### src/rtl/gen_frame_ctrl.sv
// Frame sequencer for the 8-bit test-data generator: header byte, then frame_len payload beats
// per frame on a valid/ready stream, with idle gaps between frames and a done pulse per run.
module gen_frame_ctrl #(
  parameter int unsigned LEN_W    = 6,
  parameter int unsigned GAP_CYC  = 2,
  parameter logic [7:0]  HDR_BYTE = 8'hA5
) (
  input  logic             clk,
  input  logic             rst,
  input  logic             start,
  input  logic [LEN_W-1:0] frame_len,
  input  logic [7:0]       num_frames,
  input  logic [7:0]       gen_data,
  output logic             gen_en,
  output logic             gen_clr_n,
  output logic [7:0]       out_data,
  output logic             out_valid,
  input  logic             out_ready,
  output logic             out_last,
  output logic             busy,
  output logic             done,
  output logic [7:0]       frame_idx
);

  localparam int unsigned GapW = (GAP_CYC > 1) ? $clog2(GAP_CYC) : 1;
  localparam logic [GapW-1:0] GapLast = GapW'((GAP_CYC > 0) ? GAP_CYC - 1 : 0);

  typedef enum logic [2:0] {StIdle, StHdr, StPay, StGap, StDone} state_e;

  state_e           state_q, state_d;
  logic [LEN_W-1:0] len_q, len_d, beat_q, beat_d;
  logic [7:0]       frames_q, frames_d, fidx_q, fidx_d;
  logic [GapW-1:0]  gap_q, gap_d;
  logic             clr_n_q, clr_n_d, done_q, done_d;
  logic             hs, beat_last, frame_last;

  always_comb begin
    state_d    = state_q;
    len_d      = len_q;
    frames_d   = frames_q;
    beat_d     = beat_q;
    fidx_d     = fidx_q;
    gap_d      = gap_q;
    clr_n_d    = 1'b1;
    done_d     = 1'b0;
    out_data   = 8'h00;
    out_last   = 1'b0;
    gen_en     = 1'b0;
    out_valid  = (state_q == StHdr) || (state_q == StPay);
    hs         = out_valid && out_ready;
    beat_last  = (beat_q == len_q - LEN_W'(1));
    frame_last = (fidx_q == frames_q - 8'd1);

    unique case (state_q)
      StIdle: begin
        if (start && (frame_len != '0) && (num_frames != '0)) begin
          state_d  = StHdr;
          len_d    = frame_len;
          frames_d = num_frames;
          fidx_d   = 8'd0;
          // Clear lands during the first header cycle so payload starts at 0.
          clr_n_d  = 1'b0;
        end
      end
      StHdr: begin
        out_data = HDR_BYTE;
        if (hs) begin
          state_d = StPay;
          beat_d  = '0;
        end
      end
      StPay: begin
        out_data = gen_data;
        out_last = beat_last;
        gen_en   = hs;
        if (hs) begin
          beat_d = beat_q + LEN_W'(1);
          if (beat_last) begin
            if (frame_last) begin
              state_d = StDone;
              done_d  = 1'b1;
            end else begin
              fidx_d = fidx_q + 8'd1;
              if (GAP_CYC == 0) begin
                state_d = StHdr;
              end else begin
                state_d = StGap;
                gap_d   = '0;
              end
            end
          end
        end
      end
      StGap: begin
        if (gap_q == GapLast) state_d = StHdr;
        else gap_d = gap_q + GapW'(1);
      end
      StDone: state_d = StIdle;
      default: state_d = StIdle;
    endcase
  end

  always_ff @(posedge clk) begin
    if (!rst) begin
      state_q  <= StIdle;
      len_q    <= '0;
      frames_q <= 8'd0;
      beat_q   <= '0;
      fidx_q   <= 8'd0;
      gap_q    <= '0;
      clr_n_q  <= 1'b1;
      done_q   <= 1'b0;
    end else begin
      state_q  <= state_d;
      len_q    <= len_d;
      frames_q <= frames_d;
      beat_q   <= beat_d;
      fidx_q   <= fidx_d;
      gap_q    <= gap_d;
      clr_n_q  <= clr_n_d;
      done_q   <= done_d;
    end
  end

  assign busy      = (state_q != StIdle);
  assign done      = done_q;
  assign gen_clr_n = clr_n_q;
  assign frame_idx = fidx_q;

endmodule

### config.mk
export PLATFORM = sky130hd
export DESIGN_NAME = gen_frame_ctrl
export DESIGN_NICKNAME = d
export VERILOG_FILES = /design/src/rtl/gen_frame_ctrl.sv
export SDC_FILE = /design/constraint.sdc
export NUM_CORES = 1
export LEC_CHECK = 0
export ABC_AREA = 0
export CORE_MARGIN = 5
export CORE_UTILIZATION = 45
export DETAILED_ROUTE_END_ITERATION = 16
export MAX_ROUTING_LAYER = met4
export PLACE_DENSITY = 0.73
export SYNTH_ARGS = -nofsm -noshare
export SYNTH_HDL_FRONTEND = slang
export SYNTH_SLANG_ARGS = --single-unit
export TNS_END_PERCENT = 20
### constraint.sdc
create_clock -name clk -period 3 [get_ports clk]
set_clock_uncertainty 0.1 [all_clocks]
set_input_delay 0.45 -clock clk [delete_from_list [all_inputs] [get_ports clk]]
set_output_delay 0.45 -clock clk [all_outputs]
set_load 0.05 [all_outputs]
======== Word-level counts from Yosys, hierarchy flattened ========
Cells that the tools add are included.
storage, ports and cells
  bits in registers ....................... 34
  input bits .............................. 26
  output and inout bits ................... 22
  logic and storage cells ................. 67
operators by class
  $add $sub $neg .......................... 5
  eq/ne operators ......................... 11
  mux-type cells .......................... 25
  reduce and logical (&&, ||, !) cells .... 18
operators by type and width
  cell                                                                number
  8-bit two-way mux                                                   4
  8-bit one-hot mux with 2 select lines                               2
  3-bit two-way mux                                                   6
  6-bit two-way mux                                                   2
  2-bit inequality test, second input constant                        6
  3-bit one-hot mux with 4 select lines                               1
  6-bit one-hot mux with 2 select lines                               1
  5-bit AND reduction                                                 2
  8-bit by 1-bit adder with 8-bit output, second input constant       1
  8-bit == test                                                       1
  1-bit two-way mux                                                   8
  4-bit AND reduction                                                 2
  8-bit nonzero test                                                  1
  8-bit by 1-bit subtractor with 8-bit output, second input constant  1
  6-bit by 1-bit adder with 6-bit output, second input constant       1
  3-bit by 2-bit == test with 1-bit output, second input constant     2
  6-bit == test                                                       1
  2-bit nonzero test                                                  3
  6-bit nonzero test                                                  1
  6-bit by 1-bit subtractor with 6-bit output, second input constant  1
  2-bit AND reduction                                                 2
  3-bit by 1-bit == test with 1-bit output, second input constant     1
  1-bit logical AND                                                   3
  3-bit logical NOT                                                   1
  other kinds (5)                                                     5

======== Longest topological paths before layout ========
Gate-level depths: netlist of run 1.
  depth after elaboration ................. 6
  depth in mapped cells ................... 10
  depth with buffers taken out ............ 8

======== Worst setup path before layout of run 1 ========
Ideal clock, no wire load.
  kind .................................... flip-flop to output port
  start ................................... register len_q[0]
  end ..................................... output out_last
  arrival time ............................ 2.442 ns
  data required time ...................... 2.450 ns
  path slack .............................. 0.008 ns
  cell stages (with the launch flop) ...... 8
  buffers on the path ..................... 0
  path through ............................ dfxtp_1 > inv_1 > ha_1 > and2_1 > o21a_1 > o31ai_1 > nand2_1 > nor3_1
on the way
  cells in the longest elaborated chain, start to end .. 3
RTL lines
  element                                      line  RTL
  start, declared                              31    logic [LEN_W-1:0] len_q, len_d, beat_q, beat_d;
  start signal, assigned                       115   len_q <= len_d;
  6-bit by 1-bit subtractor with 6-bit output  51    beat_last = (beat_q == len_q - LEN_W'(1));
  6-bit == test                                51
  1-bit two-way mux                            54    unique case (state_q)
  end, declared                                19    output logic out_last,
Every way passes these cells.

======== Worst setup path after layout of run 1 ========
Ends and elaborated chain as after synthesis.

==> results.md, run 1 <==
| Parameter | This run |
|:---|:---|
| Run status | completed |
| Sum of overflow across all layers after global routing | 0 |
| Main synth FF type | sky130_fd_sc_hd__dfxtp_1 |
| Setup Crit Path Kind | reg2out |
| Die Outline Area | 0.00596 mm2 |
| Count of cell types in the netlist | 47 |
| Total power | 0.00193 W |
| Setup total negative slack | 0 ps |
| Chip width | 77.2 um |
| Core region area | 0.00435 mm2 |
| Combined global-route utilization of all metal layers | 0.165 |
| Post-CTS Hold Fix Bufs | 0 |
| Net count after synthesis | 278 |
| Data required time of the worst path | 2450 ps |
| WL/cell | 14.0 um |
| Initial antenna violation count | 0 |
| CP delay by family, top | simple AND/OR/NAND/NOR gates |
| Type of origin of the critical path | register |
| Gate count of the mapped netlist | 248 |
| List of most frequent post-synthesis cells | sky130_fd_sc_hd__dfxtp_1 (34), sky130_fd_sc_hd__a21oi_1 (21), sky130_fd_sc_hd__nor2b_1 (19) |
| Largest area contributor in the netlist | sky130_fd_sc_hd__dfxtp_1 |
| Top area cells in the synthesized netlist | sky130_fd_sc_hd__dfxtp_1 (33%), sky130_fd_sc_hd__mux2i_1 (7.9%), sky130_fd_sc_hd__nor2b_1 (5.8%), sky130_fd_sc_hd__a21oi_1 (5.2%), sky130_fd_sc_hd__xor2_1 (3.4%) |
| Final hold violation count | 0 |
| Final Setup Violations | 0 |
| Async S/R FF share, synth | 0 |
| RSZ-0062 raised after global routing | false |
| Number of top-level pins | 48 |
| Vias after detailed routing | 1926 |
| Fraction of layout instances using a drive strength above 1 | 0.0707 |
| Maximum level of the CTS H-tree | 2 |
| Critical path buffers and inverters | 2 |
| Number of warnings printed during yosys synthesis | 0 |
| DRC | 0 |
| Slew HR | 0.643 |
| Drt first pass iters | 4 |
| Clock net sink count | 34 |
| Vertical die dimension | 77.2 um |
| Worst Hold Slack | 372 ps |
| Sequential-to-total area share from yosys stat | 0.335 |
| Wire length after detailed routing | 4880 um |
| Final critical-path share of the clock period | 0.930 |
| Diode insertion count for antenna repair | 0 |
| Number of core rows | 24 |
| Clock root buffer master | sky130_fd_sc_hd__clkbuf_8 |
| Vias in the first global route | 1802 |
| Most common cell in the netlist | sky130_fd_sc_hd__dfxtp_1 |
| Synthesis-stage register bit count | 34 |
| Critical path's slowest cell | sky130_fd_sc_hd__dfxtp_1 |
| Slew @ Worst Pin | 534 ps |
| Areal power density over the cells | 724 mW/mm2 |
| Worst hold-check path type | reg2reg |
| Post_cts resized | 0 |
| Setup Fix Bufs, Post-CTS | 0 |
| Nets | 326 |
| RD Place Congestion | 0.816 |
| Clock insertion delay at the later pin of the skew report | 290 ps |
| Largest driver fanout on the critical path | 7 |
| Maximum clock rate | 0.359 GHz |
| Bufs on Longest Clock Path | 2 |
| Synthesized area | 0.00203 mm2 |
| CP max stage delay | 400 ps |
| Cells traversed along the worst timing path | inv_1 -> ha_1 -> and2_1 -> o21a_1 -> o31ai_1 -> nand2_1 -> nor3_2 -> buf_12 |
| Synthesized area divided by synthesized cell count | 8.20 um2 |
| Final Critical Period | 2790 ps |
| Final antenna-violating net count | 0 |
| Global-route wire length before repair | 8050 um |
| Number of flops mapped to enable cells by yosys | 0 |
| Synthesis-to-finish area growth | 30.9% |
| Number of buffers inserted during clock tree synthesis | 5 |
| Pin count of the biggest net entering global routing | 19 |
| Number of maximum-capacitance violations | 0 |
| Clock-pin slew on the worst setup and hold paths | 70 ps |
| TritonCTS clock tree | done |
| Max-slew violation total from the final report | 0 |
| Data arrival at the endpoint of the critical path | 2240 ps |
| Leak | 1.06 nW |
| Detailed Place HPWL | 3710 um |
| Drt first-iter violations | 99 |
| Kind of capture point of the worst setup path | primary output |
| Starting density of the core | 0.467 |
| Maximum resistive drop on vdd | 548 uV |
| Number of input and output port buffers inserted | 47 |
| Number of vias per cell | 5.52 |
| Top cell type's share of synthesized area | 0.335 |
-- logic make-up (layout without fill, tap and decap cells) --
logic type / count (synthesis) / count (layout) / share of synthesized area
compound gates: 54 / 54 / 0.169
fa+ha+maj: 4 / 4 / 0.0246
mux: 16 / 16 / 0.0788
simple gates: 108 / 108 / 0.294
flops: 34 / 34 / 0.335
xor+xnor: 13 / 13 / 0.0560
buf+inv: 19 / 68 / 0.0425
-- cell usage in the layout, fill, tap and decap left out, drive strengths merged, types with 2 or more instances in the layout --
cell           instances
or4                    5
nand2b                 4
ha                     4
nand2                 18
xnor2                  5
o21a                   4
and2                   8
or4b                   2
nor4                   4
clkinv                 2
o21ai                 10
inv                    6
buf                    8
nor3b                  2
a211oi                 2
nor2                  16
nand3b                 2
a21oi                 21
nand4                  3
and3                   4
clkbuf                 6
dfxtp                 34
mux2i                 16
o31ai                  6
nand3                 11
o31a                   3
nor3                   7
xor2                   8
clkdlybuf4s50         45
nor2b                 19
-- report_power, final --
group / internal [W] / leakage (nW) / switching [W]
registers: 0.000507 / 0.277 / 0.0000783
clock network: 0.000184 / 0.0472 / 0.000170
logic: 0.000397 / 0.735 / 0.000590
-- area by class of cell --
class	instances	area [um2]
Sequential cell	34	681
Multi-Input combinational cell	195	1270
Inverter	7	26.3
Timing Repair Buffer	53	523
Tap cell	52	65.1
Clock buffer	6	82.6
Fill cell	381	1690
Clock inverter	2	12.5
-- sequential cells by signal (all words and copies together), names as in the netlist --
| name | count |
|---|---|
| gap_q | 1 |
| done | 1 |
| frames_q | 8 |
| beat_q | 6 |
| len_q | 6 |
| state_q | 3 |
| gen_clr_n | 1 |
| frame_idx | 8 |
-- per-stage QoR --
stage                     std cells  utilization  area [um2]  setup slack (ps)
after CTS                       349        0.610        2660              77.8
after detailed placement        341        0.588        2560               426
after global placement          341        0.588        2560               476
final                           349        0.611        2660               211
after floorplan                 248            -        2030              7.84
after global routing            349        0.611        2660              64.1
-- worst min-delay path: stages (launching register included) --
cell	delay, ps
sky130_fd_sc_hd__dfxtp_1	310
sky130_fd_sc_hd__nand2_1	50
sky130_fd_sc_hd__o21ai_0	60
-- layer usage --
layer  track usage  part of all wire  wire length (um)
met1         0.206              0.47              2300
met2         0.257              0.46              2230
met3        0.0515             0.059               288
met4        0.0464             0.012                57
met5             -                 0                 0
-- path summary, 6_finish.rpt --
check / from / to / slack (ps) / cells past startpoint
worst min register to register: gap_q / gap_q / 370 / 2
worst min-delay path: gap_q / gap_q / 370 / 2
worst max register to register: len_q[0] / frame_idx[5] / 440 / 8
worst max-delay path: len_q[0] / out_last / 210 / 8
No activity file was read; power rests on OpenSTA's default activity.
==> run 2, diff against run 1 <==
PLACE_DENSITY = not set   (was 0.73)
PLACE_DENSITY_LB_ADDON = 0.05   (was not set)
==> results.md, run 2 (synthesis results as in run 1) <==
| Parameter | This run | Delta |
|:---|:---|:---|
| Run status | completed |  |
| Setup Crit Path Kind | reg2out |  |
| Most common library cell in the layout ignoring fill and taps | sky130_fd_sc_hd__clkdlybuf4s50_1 |  |
| Number of core rows | 24 | unchanged |
| Count of cells along the worst register-to-register path | 7 | -1 |
| Final hold violation count | 0 | unchanged |
| Pin count of the biggest net entering global routing | 20 | +1 |
| Detailed Place HPWL | 3760 um | +1.4% |
| Slew @ Worst Pin | 521 ps | -13.5 ps |
| CP max stage delay | 410 ps | about the same |
| Final Critical Period | 2790 ps | +1.75 ps |
| Worst hold path cell count | 2 | unchanged |
| Drt first-iter violations | 69 | -30% |
| Nets | 328 | +0.61% |
| Post_cts resized | 0 | unchanged |
| Combined global-route utilization of all metal layers | 0.172 | +0.00680 |
| Reg2reg end | frame_idx[5] |  |
| Vias after detailed routing | 1898 | -1.5% |
| Number of vias per cell | 5.41 | -2.0% |
| Initial antenna violation count | 0 | unchanged |
| Startpoint of the worst-slack reg-to-reg timing path | frames_q[0] |  |
| TritonCTS clock tree | done |  |
| Max-slew violation total from the final report | 0 | unchanged |
| Clock insertion delay at the later pin of the skew report | 280 ps | about the same |
| Diode insertion count for antenna repair | 0 | unchanged |
| Final Setup Violations | 0 | unchanged |
| Number of top-level pins | 48 | unchanged |
| Post-CTS Hold Fix Bufs | 0 | unchanged |
| Worst hold-check path type | reg2reg |  |
| Global-route wire length before repair | 8480 um | +5.4% |
| Register-to-register path setup slack | 460 ps | +20 ps |
| Fraction of layout instances using a drive strength above 1 | 0.0702 | -0.000473 |
| Terminating pin of the worst hold path | gap_q |  |
| Kind of capture point of the worst setup path | primary output |  |
| Leak | 1.07 nW | +0.82% |
| Vias in the first global route | 1840 | +2.1% |
| Clock-pin slew on the worst setup and hold paths | 70 ps | about the same |
| Number of cells after detailed placement | 343 | +0.59% |
| Type of origin of the critical path | register |  |
| Starting density of the core | 0.467 | unchanged |
| Maximum level of the CTS H-tree | 2 | unchanged |
| Final critical-path share of the clock period | 0.930 | about the same |
| Maximum clock rate | 0.358 GHz | about the same |
| Number of buffers inserted during clock tree synthesis | 5 | unchanged |
| Synthesis-to-finish area growth | 31.2% |  |
| Vertical die dimension | 77.2 um | unchanged |
| RSZ-0062 raised after global routing | false |  |
| Core region area | 0.00435 mm2 | unchanged |
| Data required time of the worst path | 2450 ps | about the same |
| Start point of the worst min-delay path | gap_q |  |
| Bufs on Longest Clock Path | 2 | unchanged |
| Number of input and output port buffers inserted | 47 | unchanged |
| RD Place Congestion | 0.831 | +1.8% |
| DRC | 0 | unchanged |
| Fill cell count | 437 | +15% |
| Critical path's slowest cell | sky130_fd_sc_hd__dfxtp_1 |  |
| Sum of overflow across all layers after global routing | 0 | unchanged |
| Setup Fix Bufs, Post-CTS | 0 | unchanged |
| Drt first pass iters | 4 | unchanged |
| Die Outline Area | 0.00596 mm2 | unchanged |
| WL/cell | 13.8 um | -1.2% |
| Chip width | 77.2 um | unchanged |
| Cells traversed along the worst timing path | inv_1 -> ha_1 -> and2_1 -> o21a_1 -> o31ai_1 -> nand2_1 -> nor3_1 -> buf_12 |  |
| Slew HR | 0.652 | +0.00905 |
| Areal power density over the cells | 720 mW/mm2 | -0.58% |
| Clock root buffer master | sky130_fd_sc_hd__clkbuf_8 |  |
| Maximum resistive drop on vdd | 946 uV | +72% |
| Setup total negative slack | 0 ps | unchanged |
| Largest driver fanout on the critical path | 5 | -2 |
| Wire length after detailed routing | 4850 um | -0.59% |
| Data arrival at the endpoint of the critical path | 2240 ps | about the same |
| Clock net sink count | 34 | unchanged |
| Number of maximum-capacitance violations | 0 | unchanged |
| Commonest non-fill, non-tap cells in the layout | sky130_fd_sc_hd__clkdlybuf4s50_1 (45), sky130_fd_sc_hd__dfxtp_1 (34), sky130_fd_sc_hd__a21oi_1 (21), sky130_fd_sc_hd__nor2b_1 (19), sky130_fd_sc_hd__nand2_1 (18) |  |
| Final antenna-violating net count | 0 | unchanged |
| Count of non-filler cells in the finished layout | 351 | +0.57% |
[run 2: where the power goes]
part	internal, W	switching (W)
logic	0.000401	0.000588
registers	0.000507	0.0000787
clock network	0.000185	0.000161
[run 2: worst max path at each step]
stage	startpoint	endpoint	slack (ps)	cells past startpoint
final	len_q[0]	out_last	210	8
after global routing	len_q[0]	out_last	50	8
after CTS	len_q[0]	out_last	200	8
after detailed placement	frame_len[5]	frames_q[1]	450	7
after global placement	frame_len[5]	frames_q[2]	470	7
after floorplan	len_q[0]	out_last	8	7
[run 2: routing by layer]
layer  global-route usage  wire length (um)
met3               0.0550               357
met5                    -                 0
met1                0.239              2420
met4               0.0120                 0
met2                0.255              2070
[run 2: cell type report]
cell class,instances,area [um2],share of cell area
clock buffers,7,86.3,0.0324
multi-input cells,195,1270,0.475
inverters,7,26.3,0.00985
repair buffers,55,538,0.202
clock inverters,1,5.00,0.00188
flip-flops and latches,34,681,0.255
well taps,52,65.1,0.0244
[run 2: worst max-delay path: cells and delay by family (launching register included)]
kind            cells  cell delay, ps
flops               1             410
fa+ha+maj           1             200
simple gates        3             640
compound gates      2             450
buf+inv             2             250
[run 2: per-stage QoR]
stage	hold WS (ps)	instance area (um2)	total power (W)	setup slack [ps]	util
after floorplan	331	2030	0.00129	7.84	-
after global placement	356	2580	0.00158	470	0.592
after detailed placement	360	2580	0.00159	446	0.592
after CTS	371	2670	0.00194	200	0.613
after global routing	397	2670	0.00205	53.9	0.613
final	362	2670	0.00192	209	0.613
